File: src/rtl/selection_save_if.sv
// Purpose : bundles the menu-selection handshake between the selector/button
//           side (master) and the save controller (slave).
// Signals : confirm_in  raw confirm button, active-low, asynchronous
//           sel_in      current selector value (legal 1..2)
//           guardado    1 = selector may change, 0 = frozen during a save
//           saved_sel   last saved selection
//           save_pulse  one-cycle strobe, saved_sel valid in the same cycle
//           busy        1 while a save is in progress
interface selection_save_if #(
  parameter int SEL_W = 2
);
  logic             confirm_in;
  logic [SEL_W-1:0] sel_in;
  logic             guardado;
  logic [SEL_W-1:0] saved_sel;
  logic             save_pulse;
  logic             busy;

  modport master (
    output confirm_in, sel_in,
    input  guardado, saved_sel, save_pulse, busy
  );

  modport slave (
    input  confirm_in, sel_in,
    output guardado, saved_sel, save_pulse, busy
  );
endinterface

File: src/rtl/selection_save_controller.sv
// Purpose : responder side of the menu-selection handshake. Synchronises and
//           debounces the active-low confirm button; on a confirmed press with
//           a legal selector value it latches sel_in, strobes save_pulse and
//           holds guardado low for a lockout window that also waits for the
//           button to be released.
// Ports   : clk    system clock
//           reset  synchronous reset, active-high
//           bus    selection_save_if.slave (confirm_in, sel_in in;
//                  guardado, saved_sel, save_pulse, busy out)
module selection_save_controller #(
  parameter int N              = 11,
  parameter int LOCKOUT_CYCLES = 1024,
  parameter int SEL_W          = 2
) (
  input  logic             clk,
  input  logic             reset,
  selection_save_if.slave  bus
);

  localparam int LW = (LOCKOUT_CYCLES > 1) ? $clog2(LOCKOUT_CYCLES) : 1;

  typedef enum logic [1:0] {IDLE, CAPTURE, LOCKOUT} state_t;

  state_t           state_q, state_d;
  logic             s1_q, s2_q;
  logic [N-1:0]     db_cnt_q;
  logic             db_level_q, db_prev_q;
  logic [LW-1:0]    lock_cnt_q, lock_cnt_d;
  logic [SEL_W-1:0] sel_cap_q, sel_cap_d;
  logic [SEL_W-1:0] saved_sel_q, saved_sel_d;
  logic             guardado_q, guardado_d;
  logic             save_pulse_q, save_pulse_d;
  logic             busy_q, busy_d;
  logic             press_evt, sel_ok;

  // Synchroniser and debouncer. The counter saturates once its MSB is set,
  // and only then does the debounced level follow the synchronised input.
  always_ff @(posedge clk) begin
    if (reset) begin
      s1_q       <= 1'b1;
      s2_q       <= 1'b1;
      db_cnt_q   <= '0;
      db_level_q <= 1'b1;
      db_prev_q  <= 1'b1;
    end else begin
      s1_q <= bus.confirm_in;
      s2_q <= s1_q;
      if (s1_q != s2_q)        db_cnt_q <= '0;
      else if (!db_cnt_q[N-1]) db_cnt_q <= db_cnt_q + 1'b1;
      if (db_cnt_q[N-1])       db_level_q <= s2_q;
      db_prev_q <= db_level_q;
    end
  end

  // Button is active-low: a press is the 1->0 edge of the debounced level.
  assign press_evt = db_prev_q & ~db_level_q;
  assign sel_ok    = (bus.sel_in == SEL_W'(1)) || (bus.sel_in == SEL_W'(2));

  // Outputs are a registered function of the current state, so the pulse
  // appears one cycle after CAPTURE is entered (two after press_evt).
  always_comb begin
    state_d      = state_q;
    lock_cnt_d   = lock_cnt_q;
    sel_cap_d    = sel_cap_q;
    saved_sel_d  = saved_sel_q;
    guardado_d   = 1'b1;
    save_pulse_d = 1'b0;
    busy_d       = 1'b0;
    case (state_q)
      IDLE: begin
        // sel_in is sampled only here; illegal values drop the press.
        if (press_evt && sel_ok) begin
          state_d   = CAPTURE;
          sel_cap_d = bus.sel_in;
        end
      end
      CAPTURE: begin
        saved_sel_d  = sel_cap_q;
        save_pulse_d = 1'b1;
        guardado_d   = 1'b0;
        busy_d       = 1'b1;
        lock_cnt_d   = LW'(LOCKOUT_CYCLES - 1);
        state_d      = LOCKOUT;
      end
      LOCKOUT: begin
        guardado_d = 1'b0;
        busy_d     = 1'b1;
        // Count to zero, then also wait for the debounced release so a
        // held button cannot retrigger a save.
        if (lock_cnt_q != '0)  lock_cnt_d = lock_cnt_q - 1'b1;
        else if (db_level_q)   state_d    = IDLE;
      end
      default: state_d = IDLE;
    endcase
  end

  always_ff @(posedge clk) begin
    if (reset) begin
      state_q      <= IDLE;
      lock_cnt_q   <= '0;
      sel_cap_q    <= SEL_W'(1);
      saved_sel_q  <= SEL_W'(1);
      guardado_q   <= 1'b1;
      save_pulse_q <= 1'b0;
      busy_q       <= 1'b0;
    end else begin
      state_q      <= state_d;
      lock_cnt_q   <= lock_cnt_d;
      sel_cap_q    <= sel_cap_d;
      saved_sel_q  <= saved_sel_d;
      guardado_q   <= guardado_d;
      save_pulse_q <= save_pulse_d;
      busy_q       <= busy_d;
    end
  end

  assign bus.guardado   = guardado_q;
  assign bus.saved_sel  = saved_sel_q;
  assign bus.save_pulse = save_pulse_q;
  assign bus.busy       = busy_q;

endmodule

File: src/flat_wrapper.sv
// flat-port wrapper written by rule: the top's interface ports become plain ports
module selection_save_controller_flat 
#(
  parameter int N              = 11,
  parameter int LOCKOUT_CYCLES = 1024,
  parameter int SEL_W          = 2
)
  (clk, reset, bus_confirm_in, bus_sel_in, bus_guardado, bus_saved_sel, bus_save_pulse, bus_busy);
  selection_save_if #(.SEL_W(SEL_W)) bus_i ();
  input  logic clk;
  input  logic reset;
  input wire logic [$bits(bus_i.confirm_in)-1:0] bus_confirm_in;
  input wire logic [$bits(bus_i.sel_in)-1:0] bus_sel_in;
  output wire logic [$bits(bus_i.guardado)-1:0] bus_guardado;
  output wire logic [$bits(bus_i.saved_sel)-1:0] bus_saved_sel;
  output wire logic [$bits(bus_i.save_pulse)-1:0] bus_save_pulse;
  output wire logic [$bits(bus_i.busy)-1:0] bus_busy;
  assign bus_i.confirm_in = bus_confirm_in;
  assign bus_i.sel_in = bus_sel_in;
  assign bus_guardado = bus_i.guardado;
  assign bus_saved_sel = bus_i.saved_sel;
  assign bus_save_pulse = bus_i.save_pulse;
  assign bus_busy = bus_i.busy;
  selection_save_controller #(.N(N), .LOCKOUT_CYCLES(LOCKOUT_CYCLES), .SEL_W(SEL_W)) u_core (.clk(clk), .reset(reset), .bus(bus_i));
endmodule
File: config.mk
export PLATFORM = sky130hd
export DESIGN_NAME = selection_save_controller_flat
export DESIGN_NICKNAME = d
export VERILOG_FILES = /design/src/rtl/selection_save_if.sv /design/src/rtl/selection_save_controller.sv /design/src/flat_wrapper.sv
export SDC_FILE = /design/constraint.sdc
export NUM_CORES = 1
export LEC_CHECK = 0
export ABC_AREA = 1
export BUFFER_PORTS_ARGS = -buffer_cell sky130_fd_sc_hd__buf_4
export CORE_MARGIN = 3
export CORE_UTILIZATION = 60
export CTS_BUF_LIST = sky130_fd_sc_hd__clkbuf_4 sky130_fd_sc_hd__clkbuf_8
export CTS_CLUSTER_DIAMETER = 200
export DETAILED_ROUTE_END_ITERATION = 10
export PLACE_DENSITY_LB_ADDON = 0.2
export SYNTH_ARGS = -nofsm -noshare
export SYNTH_HDL_FRONTEND = slang
export SYNTH_SLANG_ARGS = --single-unit
File: constraint.sdc
create_clock -name clk -period 2 [get_ports clk]
set_clock_uncertainty 0.2 [all_clocks]
set_input_delay 0.2 -clock clk [delete_from_list [all_inputs] [get_ports clk]]
set_output_delay 0.2 -clock clk [all_outputs]
set_load 0.05 [all_outputs]
==> results of run 1 <==
-- area by class of cell --
cell class / count / area [sq um] / share of cell area, %
Timing Repair Buffer: 13 / 107.6 / 5.989
Multi-Input combinational cell: 149 / 753.2 / 41.92
Sequential cell: 34 / 680.7 / 37.88
Clock buffer: 8 / 78.83 / 4.387
Inverter: 37 / 138.9 / 7.730
Tap cell: 30 / 37.54 / 2.089
-- worst min path at each step --
stage	start	to	slack [ns]	cells past startpoint
global route	bus_sel_in[1]	u_core.sel_cap_q[0]	0.20	5
global placement	bus_confirm_in	u_core.s1_q	0.18	2
detailed placement	bus_confirm_in	u_core.s1_q	0.19	2
floorplan	bus_sel_in[0]	u_core.sel_cap_q[1]	0.09	1
CTS	bus_sel_in[1]	u_core.sel_cap_q[1]	0.13	5
finish	bus_sel_in[1]	u_core.sel_cap_q[1]	0.15	5
-- metal layers --
layer	vias up	global-route usage, %	routed length (um)
met1	674	26.74	1396
met3	9	7.014	115
li1	752	-	-
met4	0	9.272	63
met2	25	37.74	1568
met5	-	0	0
-- cells in the mapped netlist --
library cell / count / area [sq um]
ha_1: 5 / 62.56
inv_1: 27 / 101.4
o21ai_0: 5 / 25.02
nor3b_1: 1 / 7.510
o21ai_1: 10 / 50.05
nor3_2: 2 / 20.02
nand2_1: 40 / 150.1
clkbuf_1: 2 / 7.510
or2_1: 1 / 6.260
nor2_1: 28 / 105.1
buf_6: 1 / 11.26
nand2_2: 2 / 12.51
inv_2: 10 / 37.54
nor4_1: 1 / 6.260
buf_2: 1 / 5.000
dfxtp_1: 34 / 680.7
o211ai_1: 2 / 15.01
nor2_2: 1 / 6.260
nand4_2: 1 / 12.51
nand4_1: 3 / 18.77
or2_2: 1 / 6.260
xor2_1: 3 / 26.28
a21oi_1: 15 / 75.07
nor3_1: 3 / 15.01
nand3_1: 25 / 125.1
-- metrics by stage --
| step | worst slack (ns) | hold WS, ns | std cells | instance area (sq um) | utilization [%] |
|---|---|---|---|---|---|
| after floorplan | 0.4164 | 0.09004 | 224 | 1589 | - |
| final | 0.1627 | 0.1525 | 271 | 1797 | 71.87 |
| after global routing | 0.01122 | 0.2023 | 271 | 1797 | 71.87 |
| after CTS | 0.1585 | 0.1337 | 271 | 1789 | 71.57 |
| after global placement | 0.2509 | 0.1816 | 259 | 1670 | 66.82 |
| after detailed placement | 0.1716 | 0.1860 | 259 | 1670 | 66.82 |
-- state kept, by name, indices dropped and copies added, names as in the netlist --
register               flops
u_core.db_cnt_q           11
u_core.lock_cnt_q         10
u_core.bus.saved_sel       2
u_core.sel_cap_q           2
u_core.state_q             2
u_core.bus.busy            1
u_core.bus.guardado        1
u_core.bus.save_pulse      1
u_core.db_level_q          1
u_core.db_prev_q           1
u_core.s1_q                1
u_core.s2_q                1
-- power groups by stage --
| stage | clock [uW] | combinational, uW | sequential, uW |
|---|---|---|---|
| after floorplan | 0 | 61.4 | 728 |
| after global placement | 0 | 100 | 714 |
| after detailed placement | 0 | 106 | 715 |
| after CTS | 473 | 112 | 700 |
| after global routing | 512 | 129 | 702 |
| final | 455 | 117 | 700 |
-- what timing repair did --
item	4_1_cts	5_1_grt
resized for setup	0	2
hold buffers	4	0
setup endpoints to repair	0	5
hold endpoints to repair	13	0
-- cell families (layout without fill, tap and decap cells) --
kind of cell,count (synthesis),after routing,share of synthesized area [%]
adders and majority gates,5,5,3.937
and+or+nand+nor,109,109,30.95
buffers and inverters,41,58,10.24
xor gates and xnor gates,3,3,1.654
AOI/OAI and AO/OA,32,32,10.39
DFF,34,34,42.83
-- worst max-delay path: stages (launching register included) --
cell and delay [ns]:
dfxtp_1 0.32, inv_1 0.09, ha_1 0.21, nand2_1 0.07
nor2_1 0.15, nand3_1 0.18, nand2_4 0.18, nand2_2 0.14
nor2_1 0.15, nor2_1 0.06
==> flow_metrics.env, run 1 <==
export IMPL_syn_area_sq_um=1589
export IMPL_drc=0
export IMPL_static_leakage_power_uw=0.0008550
export IMPL_io_buffers=9
export IMPL_cts_root_buffer="clkbuf_4"
export IMPL_criticalPathCategory="reg2reg"
export IMPL_r2r_setup_slack_ns=0.16
export IMPL_syn_num_nets=234
export IMPL_worst_ep_required_time_ns=2.03
export IMPL_io_pins=10
export IMPL_cap_violations=0
export IMPL_worst_r2r_path_depth=9
export IMPL_grt_max_degree=14
export IMPL_cts_tree="yes"
export IMPL_finalMaxSlewViolations=0
export IMPL_status="finished, final reports clean"
export IMPL_grtUsageTotal_pct=22.58
export IMPL_clock_latency_ns=0.33
export IMPL_hold_class="in2reg"
export IMPL_fin_crit_ns=1.837
export IMPL_place_congestion=0.9045
export IMPL_synth_area_per_cell_sq_um=7.094
export IMPL_seqPwrFrac_pct=55.0
export IMPL_layout_common_cells="nand2_1 (40), dfxtp_1 (34), nor2_1 (28)"
export IMPL_arrival_ns=1.87
export IMPL_tightest_slew_ns=0.4532
export IMPL_die_h_um=57.46
export IMPL_max_slew_margin_pct=69.63
export IMPL_fillCellCount=201
export IMPL_grt_pass1_wl_um=5816
export IMPL_setup_viol=0
export IMPL_core_area_sq_um=2500
export IMPL_routed_wl_um=3145
export IMPL_die_area_sq_um=3302
export IMPL_numCtsBuffers=5
export IMPL_dr_total_vias=1460
export IMPL_initial_core_util_pct=63.56
export IMPL_clkSinkCount=34
export IMPL_p_comb_share_pct=9.2
export IMPL_crit_path_max_fanout=12
export IMPL_ys_warnings_count=0
export IMPL_drtPass1Iterations=5
export IMPL_area_growth_pct=13.07
export IMPL_dp_hpwl_um=2212
export IMPL_rsz0062_at_grt="no"
export IMPL_vdd_drop_max_mv=0.6860
export IMPL_h_tree_depth=2
export IMPL_synth_cell_types=25
export IMPL_n_antenna_cell=0
export IMPL_die_w_um=57.46
export IMPL_switchingPower_uw=300.7
export IMPL_grt_pass1_vias=1409
export IMPL_p_int_uw=971.3
export IMPL_clk_pin_slew_ns=0.09
export IMPL_dr_first_iter_drc_count=94
export IMPL_overflow=0
export IMPL_drive_above_1_share_pct=14.52
export IMPL_final_hold_viol_count=0
export IMPL_postSynthCellCount=224
export IMPL_endpoint="u_core.lock_cnt_q[0]"
export IMPL_p_sw_share_pct=23.64
export IMPL_ant_nets=0
export IMPL_rows=18
export IMPL_clkPwrFrac_pct=35.8
export IMPL_ys_ff_latch=34
export IMPL_cp_start_kind="register"
export IMPL_nets=250
export IMPL_cts_buffer_depth=2
export IMPL_layout_commonest_cell="nand2_1"
export IMPL_routed_via_density=5.387
export IMPL_cp_startpoint="u_core.lock_cnt_q[0]"
export IMPL_fmaxAchievable_ghz=0.5443
export IMPL_finalSetupTns_ns=0
export IMPL_finalCritPeriodShare_pct=91.87
export IMPL_reg2reg_to="u_core.lock_cnt_q[0]"
export IMPL_power_uw=1272
export IMPL_rr_startpoint="u_core.lock_cnt_q[0]"
export IMPL_critPathCaptureType="register"
export IMPL_yosysSeqAreaShare_pct=42.83
export IMPL_post_cts_buffers=0
export IMPL_power_density_nw_per_um2=708.0
export IMPL_antenna_found_initial=0
export IMPL_wl_per_cell_um=11.61
Note: power is estimated with default switching activity, not from simulation.
==> run 2: changes to the inputs <==
==> constraint.sdc (replaced) <==
create_clock -name clk -period 1.95 [get_ports clk]
set_clock_uncertainty 0.2 [all_clocks]
set_input_delay 0.195 -clock clk [delete_from_list [all_inputs] [get_ports clk]]
set_output_delay 0.195 -clock clk [all_outputs]
set_load 0.05 [all_outputs]
==> flow_metrics.env, run 2 (synthesis results as in run 1) <==
export IMPL_criticalPathCategory="reg2reg"
export IMPL_fin_cells=274
export IMPL_worst_r2r_path_depth=7
export IMPL_power_uw=1305
export IMPL_clock_latency_ns=0.33
export IMPL_cts_tree="yes"
export IMPL_die_h_um=57.46
export IMPL_die_area_sq_um=3302
export IMPL_io_buffers=9
export IMPL_routed_via_density=5.391
export IMPL_critPathCaptureType="register"
export IMPL_grt_pass1_wl_um=5816
export IMPL_cts_buffer_depth=2
export IMPL_finalCritPeriodShare_pct=91.92
export IMPL_rr_startpoint="u_core.state_q[0]"
export IMPL_n_antenna_cell=0
export IMPL_drive_above_1_share_pct=15.98
export IMPL_dr_total_vias=1477
export IMPL_drc=0
export IMPL_crit_path_max_fanout=10
export IMPL_place_congestion=0.9045
export IMPL_setup_ws_ns=0.1576
export IMPL_numCtsBuffers=5
export IMPL_grtUsageTotal_pct=22.58
export IMPL_core_area_sq_um=2500
export IMPL_wl_per_cell_um=11.59
export IMPL_fin_crit_ns=1.792
export IMPL_nets=253
export IMPL_arrival_ns=1.82
export IMPL_top_register="u_core.db_cnt_q"
export IMPL_worst_ep_required_time_ns=1.98
export IMPL_grt_pass1_vias=1409
export IMPL_h_tree_depth=2
export IMPL_hold_path_startpoint="bus_sel_in[1]"
export IMPL_fillCellCount=194
export IMPL_cp_startpoint="u_core.state_q[0]"
export IMPL_power_density_nw_per_um2=715.1
export IMPL_endpoint="u_core.lock_cnt_q[0]"
export IMPL_r2r_setup_slack_ns=0.16
export IMPL_reg2reg_to="u_core.lock_cnt_q[0]"
export IMPL_design_area_sq_um=1824
export IMPL_final_hold_viol_count=0
export IMPL_initial_core_util_pct=63.56
export IMPL_reg_largest_list="u_core.db_cnt_q (11), u_core.lock_cnt_q (10)"
export IMPL_vdd_drop_max_mv=0.7038
export IMPL_placed_cells=259
export IMPL_clk_pin_slew_ns=0.10
export IMPL_dpl_instance_area_sq_um=1670
export IMPL_layout_common_cells="nand2_1 (40), dfxtp_1 (34), nor2_1 (28)"
export IMPL_io_pins=10
export IMPL_fmaxAchievable_ghz=0.5579
export IMPL_status="finished, final reports clean"
export IMPL_cts_root_buffer="clkbuf_4"
export IMPL_layout_commonest_cell="nand2_1"
export IMPL_cp_start_kind="register"
export IMPL_static_leakage_power_uw=0.0008745
export IMPL_cap_violations=0
export IMPL_dr_first_iter_drc_count=97
export IMPL_area_growth_pct=14.80
export IMPL_ant_nets=0
export IMPL_tightest_slew_ns=0.4532
export IMPL_dp_hpwl_um=2212
export IMPL_grt_max_degree=14
export IMPL_finalMaxSlewViolations=0
export IMPL_overflow=0
export IMPL_die_w_um=57.46
export IMPL_pre_cts_ws_ns=0.1216
export IMPL_max_slew_margin_pct=69.63
export IMPL_clkSinkCount=34
export IMPL_largest_reg_flops=11
export IMPL_setup_viol=0
export IMPL_hold_class="in2reg"
export IMPL_routed_wl_um=3176
export IMPL_rows=18
export IMPL_antenna_found_initial=0
export IMPL_drtPass1Iterations=5
run 2: critical path, cell delays in order, from the launching register on:
cell     delay (ns)
dfxtp_1        0.34
inv_1          0.09
ha_2           0.33
inv_1          0.10
nand2_1        0.24
nand2_2        0.18
nor2_1         0.14
nor2_1         0.06
run 2: worst min-delay path by stage:
stage                                to  slack (ns)  depth (start not counted)
global route        u_core.sel_cap_q[0]        0.20                          5
global placement            u_core.s1_q        0.18                          2
CTS                 u_core.sel_cap_q[1]        0.13                          5
detailed placement          u_core.s1_q        0.18                          2
finish              u_core.sel_cap_q[1]        0.15                          5
floorplan           u_core.sel_cap_q[1]        0.09                          1
run 2: area by class of cell:
class                      count  area (sq um)  share of cell area (%)
inverter                      37         138.9                   7.613
sequential                    34         680.7                   37.31
clock buffer                   8         78.83                   4.321
timing repair buffer          16         130.1                   7.133
multi-input combinational    149         758.2                   41.56
tap                           30         37.54                   2.058
run 2: where the power goes:
part           leakage, uW  switching [uW]  internal (uW)
Clock            0.0000446             220            246
Sequential        0.000275            9.67            708
Combinational     0.000555            77.9           42.2
run 2: through the flow:
| stage | hold slack, ns | utilization [%] | setup TNS (ns) |
|---|---|---|---|
| floorplan | 0.08504 | - | 0 |
| detailed placement | 0.1810 | 66.82 | 0 |
| finish | 0.1481 | 72.97 | 0 |
| CTS | 0.1287 | 71.57 | 0 |
| global placement | 0.1766 | 66.82 | 0 |
| global route | 0.1973 | 72.97 | -0.01728 |
run 2: per-layer routing:
metal	global-route usage [%]	vias up	share of wire (%)
li1	-	761	-
met1	26.74	672	44
met2	37.74	35	50
met3	7.014	9	4.5
met4	9.272	0	2.0
met5	0	-	0
run 2: repair_timing:
item / in CTS / in global routing
setup endpoints to repair: 0 / 11
hold buffers: 4 / 0
hold endpoints to repair: 13 / 0
resized for setup: 0 / 3
buffers inserted: 0 / 3
==> run 3: changes to the inputs <==
==> constraint.sdc (replaced) <==
create_clock -name clk -period 2.1 [get_ports clk]
set_clock_uncertainty 0.2 [all_clocks]
set_input_delay 0.21 -clock clk [delete_from_list [all_inputs] [get_ports clk]]
set_output_delay 0.21 -clock clk [all_outputs]
set_load 0.05 [all_outputs]
==> flow_metrics.env, run 3 (synthesis results as in run 1) <==
export IMPL_n_antenna_cell=0
export IMPL_hold_buffers=4
export IMPL_power_density_nw_per_um2=675.3
export IMPL_cts_tree="yes"
export IMPL_dp_hpwl_um=2212
export IMPL_tightest_slew_ns=0.4395
export IMPL_layout_commonest_cell="nand2_1"
export IMPL_routed_via_density=5.376
export IMPL_r2r_setup_slack_ns=0.24
export IMPL_vdd_drop_max_mv=0.6549
export IMPL_crit_slowest_cell="ha_1"
export IMPL_layout_common_cells="nand2_1 (40), dfxtp_1 (34), nor2_1 (28)"
export IMPL_numCtsBuffers=5
export IMPL_io_buffers=9
export IMPL_ant_nets=0
export IMPL_final_hold_viol_count=0
export IMPL_routed_wl_um=3079
export IMPL_drtPass1Iterations=5
export IMPL_antenna_found_initial=0
export IMPL_finalSetupTns_ns=0
export IMPL_core_area_sq_um=2500
export IMPL_cts_root_buffer="clkbuf_4"
export IMPL_io_pins=10
export IMPL_hold_end="u_core.sel_cap_q[1]"
export IMPL_hold_path_startpoint="bus_sel_in[1]"
export IMPL_max_slew_margin_pct=70.54
export IMPL_cap_violations=0
export IMPL_place_congestion=0.9045
export IMPL_die_w_um=57.46
export IMPL_die_h_um=57.46
export IMPL_post_cts_resized=0
export IMPL_rows=18
export IMPL_post_cts_buffers=0
export IMPL_finalCritPeriodShare_pct=88.46
export IMPL_worst_r2r_path_depth=7
export IMPL_cts_buffer_depth=2
export IMPL_path_common_cell="inv_1"
export IMPL_fmaxAchievable_ghz=0.5383
export IMPL_initial_core_util_pct=63.56
export IMPL_critPathCaptureType="register"
export IMPL_grtUsageTotal_pct=22.58
export IMPL_drc=0
export IMPL_reg_largest_list="u_core.db_cnt_q (11), u_core.lock_cnt_q (10)"
export IMPL_fillCellCount=201
export IMPL_worst_ep_required_time_ns=2.13
export IMPL_largest_reg_flops=11
export IMPL_crit_path_max_fanout=10
export IMPL_arrival_ns=1.89
export IMPL_clk_pin_slew_ns=0.10
export IMPL_h_tree_depth=2
export IMPL_grt_pass1_wl_um=5816
export IMPL_static_leakage_power_uw=0.0008415
export IMPL_rsz0062_at_grt="no"
export IMPL_finalMaxSlewViolations=0
export IMPL_grt_max_degree=14
export IMPL_wl_per_cell_um=11.36
export IMPL_overflow=0
export IMPL_fin_crit_ns=1.858
export IMPL_dr_total_vias=1457
export IMPL_hold_class="in2reg"
export IMPL_area_growth_pct=12.60
export IMPL_nets=250
export IMPL_worstPathCellList="inv_1 > ha_1 > inv_1 > nand2_1 > nand2_2 > o21ai_0 > a21oi_1"
export IMPL_reg2reg_to="u_core.lock_cnt_q[4]"
export IMPL_clkSinkCount=34
export IMPL_setup_ws_ns=0.2423
export IMPL_drive_above_1_share_pct=14.11
export IMPL_pre_cts_ws_ns=0.2716
export IMPL_grt_pass1_vias=1409
export IMPL_clock_latency_ns=0.33
export IMPL_criticalPathCategory="reg2reg"
export IMPL_die_area_sq_um=3302
export IMPL_top_register="u_core.db_cnt_q"
export IMPL_slowest_delay_ns=0.39
export IMPL_setup_viol=0
export IMPL_power_uw=1208
export IMPL_min_path_cells=5
export IMPL_status="finished, final reports clean"
export IMPL_cp_start_kind="register"
export IMPL_rr_startpoint="u_core.state_q[0]"
export IMPL_dr_first_iter_drc_count=72
==> run 3: cell count changes in the layout (fill, tap and decap cells not counted), sizes merged <==
cell  change
buf       -3
==> run 3: final cells by class <==
| class | instances | area [sq um] | share of cell area (%) |
|---|---|---|---|
| timing repair buffer | 13 | 107.6 | 6.014 |
| sequential | 34 | 680.7 | 38.04 |
| multi-input combinational | 149 | 745.7 | 41.68 |
| tap | 30 | 37.54 | 2.098 |
| clock buffer | 8 | 78.83 | 4.406 |
| inverter | 37 | 138.9 | 7.762 |
==> run 3: layer usage <==
metal	track usage, %	vias to the layer above	routed length (um)
met5	0	-	0
met4	9.272	0	63
met3	7.014	8	125
met2	37.74	24	1534
met1	26.74	675	1355
li1	-	750	-
==> run 3: critical path, delay by kind of cell (launching register included) <==
| family | cells | cell delay (ns) |
|---|---|---|
| and+or+nand+nor | 2 | 0.43 |
| DFF | 1 | 0.34 |
| buffers and inverters | 2 | 0.20 |
| adders and majority gates | 1 | 0.39 |
| AOI/OAI and AO/OA | 2 | 0.19 |
==> run 3: worst max path at each step <==
stage / slack (ns) / from / to
floorplan: 0.52 / u_core.state_q[0] / u_core.lock_cnt_q[3]
global placement: 0.35 / u_core.state_q[0] / u_core.lock_cnt_q[3]
detailed placement: 0.27 / u_core.state_q[0] / u_core.lock_cnt_q[4]
CTS: 0.26 / u_core.state_q[0] / u_core.lock_cnt_q[4]
global route: 0.05 / u_core.state_q[0] / u_core.lock_cnt_q[4]
finish: 0.24 / u_core.state_q[0] / u_core.lock_cnt_q[4]
==> run 3: stage by stage <==
| stage | cells | area, sq um | hold WS (ns) | utilization, % |
|---|---|---|---|---|
| floorplan | 224 | 1589 | 0.1000 | - |
| global placement | 259 | 1670 | 0.1916 | 66.82 |
| detailed placement | 259 | 1670 | 0.1960 | 66.82 |
| CTS | 271 | 1789 | 0.1437 | 71.57 |
| global route | 271 | 1789 | 0.2123 | 71.57 |
| finish | 271 | 1789 | 0.1598 | 71.57 |
==> run 3: report_power, final <==
part | internal [uW] | leakage [uW] | total, uW | switching (uW)
clock | 229 | 0.0000446 | 435 | 206
sequential | 658 | 0.000275 | 667 | 8.97
combinational | 37.2 | 0.000522 | 107 | 69.6
